==> config.mk <==
export PLATFORM = sky130hd
export DESIGN_NAME = regfile_dump_reader
export DESIGN_NICKNAME = d
export VERILOG_FILES = /design/src/rtl/regfile_dump_reader.sv
export SDC_FILE = /design/constraint.sdc
export NUM_CORES = 1
export LEC_CHECK = 0
export ABC_CLOCK_PERIOD_IN_PS = 4050
export CAP_MARGIN = 5
export CORE_MARGIN = 2
export CORE_UTILIZATION = 30
export DETAILED_ROUTE_END_ITERATION = 8
export DONT_BUFFER_PORTS = 1
export RECOVER_POWER = 25
export REMOVE_ABC_BUFFERS = 1
export SETUP_SLACK_MARGIN = 0.15
export SYNTH_ARGS = -nofsm -noshare
export SYNTH_HDL_FRONTEND = slang
export SYNTH_SLANG_ARGS = --single-unit
==> constraint.sdc <==
create_clock -name clk -period 4.05 [get_ports clk]
set_input_delay 1.215 -clock clk [delete_from_list [all_inputs] [get_ports clk]]
set_output_delay 1.215 -clock clk [all_outputs]
set_load 0.02 [all_outputs]
==> src/rtl/regfile_dump_reader.sv <==
// ---------------------------------------------------------------------------
// regfile_dump_reader
//   Read-side sequencer for the integer register file. A start command walks
//   an inclusive, wrapping index range through one regfile read port and
//   streams each value out over a valid/ready interface. The block is used
//   for debug and trap context dumps. The core is stalled while busy is high,
//   and the block owns the read port for the whole dump.
//
//   Optional feature macro: DUMP_CHECKSUM_EN
//     When defined, a running sum of all data beats is kept. After the last
//     register beat, one extra checksum beat is sent (out_is_csum=1).
//
// Ports
//   clk, reset_n          clock, asynchronous active-low reset
//   start, abort          begin a dump (IDLE only) / cancel a running dump
//   first_reg, last_reg   inclusive index range, latched on accepted start
//   rf_ra, rf_rd          regfile read address / combinational read data
//   out_valid/out_ready   output handshake
//   out_data, out_idx     beat payload and its register index
//   out_last, out_is_csum final-beat flag / checksum-beat flag
//   busy, done            state != IDLE / one-cycle completion pulse
// ---------------------------------------------------------------------------
module regfile_dump_reader #(
   parameter int XLEN  = 32,
   parameter int NREGS = 32,
   parameter int AW    = 5
) (
   input  logic            clk,
   input  logic            reset_n,
   input  logic            start,
   input  logic            abort,
   input  logic [AW-1:0]   first_reg,
   input  logic [AW-1:0]   last_reg,
   output logic [AW-1:0]   rf_ra,
   input  logic [XLEN-1:0] rf_rd,
   output logic            out_valid,
   input  logic            out_ready,
   output logic [XLEN-1:0] out_data,
   output logic [AW-1:0]   out_idx,
   output logic            out_last,
   output logic            out_is_csum,
   output logic            busy,
   output logic            done
);

`ifdef DUMP_CHECKSUM_EN
   typedef enum logic [2:0] {S_IDLE, S_READ, S_HOLD, S_CSUM, S_DONE} state_t;
`else
   typedef enum logic [2:0] {S_IDLE, S_READ, S_HOLD, S_DONE} state_t;
`endif

   state_t        state;
   logic [AW-1:0] idx;
   logic [AW-1:0] last_q;
   logic [AW-1:0] idx_nxt;
   logic          hs;
   logic          at_last;

`ifdef DUMP_CHECKSUM_EN
   logic [XLEN-1:0] sum;
   logic            csum_q;
   assign out_is_csum = csum_q;
`else
   assign out_is_csum = 1'b0;
`endif

   assign hs      = out_valid && out_ready;
   assign at_last = (idx == last_q);
   // Explicit wrap so a non power-of-two NREGS still walks modulo NREGS.
   assign idx_nxt = (idx == AW'(NREGS - 1)) ? '0 : idx + 1'b1;

   // The read port always points at the current index; in IDLE it simply
   // keeps the last index walked.
   assign rf_ra = idx;

   always_ff @(posedge clk or negedge reset_n) begin
      if (!reset_n) begin
         state     <= S_IDLE;
         idx       <= '0;
         last_q    <= '0;
         out_data  <= '0;
         out_idx   <= '0;
         out_valid <= 1'b0;
         out_last  <= 1'b0;
         busy      <= 1'b0;
         done      <= 1'b0;
`ifdef DUMP_CHECKSUM_EN
         sum       <= '0;
         csum_q    <= 1'b0;
`endif
      end else begin
         done <= 1'b0;
         if (abort && state != S_IDLE) begin
            // Abort wins over a same-cycle handshake: the beat is dropped.
            state     <= S_IDLE;
            out_valid <= 1'b0;
            busy      <= 1'b0;
         end else begin
            case (state)
               S_IDLE: begin
                  if (start) begin
                     idx    <= first_reg;
                     last_q <= last_reg;
                     busy   <= 1'b1;
                     state  <= S_READ;
`ifdef DUMP_CHECKSUM_EN
                     sum    <= '0;
`endif
                  end
               end
               S_READ: begin
                  // x0 is hardwired zero regardless of what the array holds.
                  out_data  <= (idx == '0) ? '0 : rf_rd;
                  out_idx   <= idx;
                  out_valid <= 1'b1;
`ifdef DUMP_CHECKSUM_EN
                  out_last  <= 1'b0;
                  csum_q    <= 1'b0;
`else
                  out_last  <= at_last;
`endif
                  state     <= S_HOLD;
               end
               S_HOLD: begin
                  if (hs) begin
                     out_valid <= 1'b0;
`ifdef DUMP_CHECKSUM_EN
                     sum       <= sum + out_data;
`endif
                     if (at_last) begin
`ifdef DUMP_CHECKSUM_EN
                        state <= S_CSUM;
`else
                        done  <= 1'b1;
                        state <= S_DONE;
`endif
                     end else begin
                        idx   <= idx_nxt;
                        state <= S_READ;
                     end
                  end
               end
`ifdef DUMP_CHECKSUM_EN
               S_CSUM: begin
                  // First cycle presents the checksum beat, then wait for it
                  // to be taken.
                  if (!out_valid) begin
                     out_data  <= sum;
                     out_idx   <= last_q;
                     out_last  <= 1'b1;
                     csum_q    <= 1'b1;
                     out_valid <= 1'b1;
                  end else if (hs) begin
                     out_valid <= 1'b0;
                     done      <= 1'b1;
                     state     <= S_DONE;
                  end
               end
`endif
               S_DONE: begin
                  busy  <= 1'b0;
                  state <= S_IDLE;
               end
               default: begin
                  busy      <= 1'b0;
                  out_valid <= 1'b0;
                  state     <= S_IDLE;
               end
            endcase
         end
      end
   end

endmodule

==> flow_summary.rst <==
.. list-table::
   :header-rows: 1

   * - Metric
     - Value
   * - Outcome
     - finished, final reports clean
   * - IO buf count
     - 0
   * - Fill count
     - 750
   * - Count of yosys warnings during synthesis
     - 0
   * - Area of the core
     - roughly 7300 µm²
   * - Number of antenna violations at the first check in global routing
     - 0
   * - Cells resized by post-CTS repair
     - 0
   * - Yosys cell types
     - 36
   * - 1st-iter DRT viols
     - 73
   * - NumNets Final
     - 229
   * - Overall die width
     - about 90 µm
   * - Root Buffer Master
     - sky130_fd_sc_hd__clkbuf_8
   * - Worst hold margin
     - about 0.54 ns
   * - Unrepaired setup endpoints after global routing
     - no
   * - Fraction of the cycle the final worst path needs
     - 56.2%
   * - Mapped Cells
     - 177
   * - Critical path peak fanout
     - 32
   * - Clock Latency Late Sink
     - around 0.3 ns
   * - Synthesis-to-finish area growth
     - 6.47%
   * - FF-to-FF path depth
     - 6
   * - Combined area of all synthesized cells
     - 2280 µm²
   * - Total of max-cap violations
     - 0
   * - Initial cell density of the core
     - 31.3%
   * - Wire length of the first global-routing pass
     - 8100 µm
   * - Std-Cell Rows
     - 31
   * - Postcts setup bufs
     - 0
   * - Aggregate global-route resource usage
     - 12.4%
   * - Final RePlAce weighted congestion
     - 0.793
   * - Data required time of the worst path
     - 4.29 ns
   * - Chain of cells forming the critical path
     - nor2b_2 > nand2b_2 > nor2_8 > a22o_1
   * - Layout cell share with drive strength beyond 1
     - about an eighth
   * - Crit path max-delay family
     - simple AND/OR/NAND/NOR gates
   * - Met2 wire length
     - between 2000 and 3000 µm
   * - Quantity of hold-fixing buffers added after cts
     - 0
   * - Max Clk Rate
     - 439 MHz
   * - Worst ir drop on vdd
     - 0.234 mV
   * - Sum of buffers and inverters on the critical path
     - 0
   * - Part of the Yosys area used for sequential elements
     - 58.1%
   * - Fin Clk Skew
     - 0.00546 ns
   * - Number of buffers inserted during clock tree synthesis
     - 5
   * - GRT Residual Overflow
     - 0
   * - DIE HEIGHT
     - around 90 µm
   * - Number of max-slew violations in the final report
     - 0
   * - Endpoint class of the critical path
     - register
   * - Total via count in the routed design
     - 1401
   * - Wire length on met3
     - 347 µm
   * - Relative max-transition margin
     - 64.3%
   * - Final Hold Vio Count
     - 0
   * - CTS tree
     - yes
   * - Element type at the critical path start
     - primary input
   * - Path category of the worst min-delay check
     - register to register
   * - Depth of the critical timing path with buffers and inverters included
     - 4
   * - Mapped Avg Cell Area
     - 12.9 µm²
   * - Critical Path Max Stage Delay
     - 0.48 ns
   * - I/O pin count
     - 94
   * - HPWL after detailed placement
     - roughly 3800 µm
   * - Post-layout minimum cycle time
     - between 2 and 2.5 ns
   * - Arrival time reported for the critical path endpoint
     - about 2.5 ns
   * - Clk sinks
     - 53
   * - Routed length on met1
     - ~2100 µm
   * - Vias in the first global route
     - 1452
   * - Number of H-tree branching levels
     - 2
   * - Total negative slack
     - 0 ns
   * - Kind of critical path
     - primary input to register
   * - Antenna violation net count after detailed routing
     - 0
   * - Drt pass-1 iters
     - 4
   * - Leakage
     - 1.06 nW
   * - Post-DR wirelength/cell
     - 18.7 µm
   * - Reg clk slew, reported paths
     - around 0.1 ns
   * - Instance count along the most critical hold path
     - 1
   * - Cell at the slowest stage of the critical path
     - sky130_fd_sc_hd__nor2_8
   * - Synthesis-stage register bit count
     - 53
   * - Pin count of the biggest net entering global routing
     - 54
   * - Final Setup Violations
     - 0
   * - Top Layer Used
     - met4
   * - Pwr Density
     - 953 nW/µm²
   * - Pin slew with the least headroom to its limit
     - 0.536 ns
   * - Area enclosed by the die boundary
     - 8320 µm²
   * - Drc violations
     - 0
   * - Via-to-Cell Ratio
     - 5.08
   * - Clock Tree Buf Depth
     - 2
   * - Drt total wl
     - 5160 µm
   * - Number of diodes
     - 0
## final timing paths
path	start	end	slack, ns
min in group asynchronous	reset_n	out_data[9]	0.60
max in group asynchronous	reset_n	out_data[24]	3.35
min reg2reg	last_q[0]	last_q[0]	0.54
max	abort	out_data[11]	1.77
max reg2reg	state[0]	out_data[11]	1.89
min	last_q[0]	last_q[0]	0.54
## synthesized netlist by cell type, drive strengths merged
master,count,share of area [%]
a32oi,1,0.38
o31ai,1,0.33
and3,1,0.27
nor2b,5,1.5
inv,6,0.99
a221oi,1,0.66
a22oi,1,0.33
nor3,2,0.44
o21ai,14,3.1
buf,9,3.2
nor4,1,0.27
nand2b,2,0.55
a22o,32,12
o22a,1,0.38
mux2i,1,0.44
conb,1,0.16
mux2,7,3.5
nand2,11,1.8
nand3,4,1.3
a21o,1,0.33
o221ai,1,1.2
xnor2,5,1.9
a21oi,5,1.3
nor2,4,1.5
nor4b,1,0.66
ha,6,3.3
dfrtp,53,58
## sequential cells by signal, summed over array words and instances (netlist names)
signal     flops
out_data      32
last_q         5
out_idx        5
rf_ra          5
state          2
busy           1
done           1
out_last       1
out_valid      1
## cell families (layout without fill, tap and decap cells)
kind of cell / count (synthesis) / in the layout / share of synthesized area, %
AO/OA/AOI/OAI: 58 / 58 / 20.2
buffers and inverters: 15 / 15 / 4.17
adder cells (fa/ha/maj): 6 / 6 / 3.29
flip-flops: 53 / 53 / 58.1
multiplexers: 8 / 8 / 3.89
other: 1 / 1 / 0.164
AND/OR/NAND/NOR: 31 / 31 / 8.28
XOR/XNOR: 5 / 5 / 1.92
## final cells by class
class,instances,area [µm²],area share (%)
tap,99,124,5.10
multi-input combinational,109,863,35.5
sequential,53,1330,54.6
inverter,6,22.5,0.927
clock buffer,6,72.6,2.99
clock inverter,2,13.8,0.566
timing repair buffer,1,7.51,0.309
## per-stage QoR
| step | util (%) | setup WS (ns) | power (W) | cells | area, µm² |
|---|---|---|---|---|---|
| 2_1_floorplan | - | 1.16 | 0.00182 | 168 | 2210 |
| 3_3_place_gp | 32.1 | 1.50 | 0.00200 | 268 | 2340 |
| 3_5_place_dp | 32.1 | 1.42 | 0.00204 | 268 | 2340 |
| 4_1_cts | 33.3 | 1.75 | 0.00235 | 276 | 2430 |
| 5_1_grt | 33.3 | 1.66 | 0.00248 | 276 | 2430 |
| 6_report | 33.3 | 1.77 | 0.00232 | 276 | 2430 |
## layout by cell type, fill, tap and decap left out, types with 2 or more instances in the layout
| cell type | instances |
|---|---|
| sky130_fd_sc_hd__a21oi_1 | 4 |
| sky130_fd_sc_hd__a22o_1 | 32 |
| sky130_fd_sc_hd__clkbuf_8 | 5 |
| sky130_fd_sc_hd__dfrtp_1 | 53 |
| sky130_fd_sc_hd__ha_1 | 6 |
| sky130_fd_sc_hd__inv_1 | 6 |
| sky130_fd_sc_hd__mux2_1 | 2 |
| sky130_fd_sc_hd__mux2_2 | 5 |
| sky130_fd_sc_hd__nand2_1 | 11 |
| sky130_fd_sc_hd__nand3_1 | 2 |
| sky130_fd_sc_hd__nand3_2 | 2 |
| sky130_fd_sc_hd__nor2_1 | 2 |
| sky130_fd_sc_hd__nor2b_1 | 4 |
| sky130_fd_sc_hd__nor3_1 | 2 |
| sky130_fd_sc_hd__o21ai_0 | 6 |
| sky130_fd_sc_hd__o21ai_1 | 8 |
| sky130_fd_sc_hd__xnor2_1 | 5 |
## power by group
group	switching (W)	internal (W)
registers	0.000481	0.000775
logic	0.000394	0.000363
clock network	0.000179	0.000124
total	0.00105	0.00126
## routing by layer
layer	vias up	global-route usage (%)
met5	-	0
met1	714	14.9
met4	0	3.03
li1	641	-
met3	4	4.98
met2	42	20.9
Power figures use the tool's default switching activity.
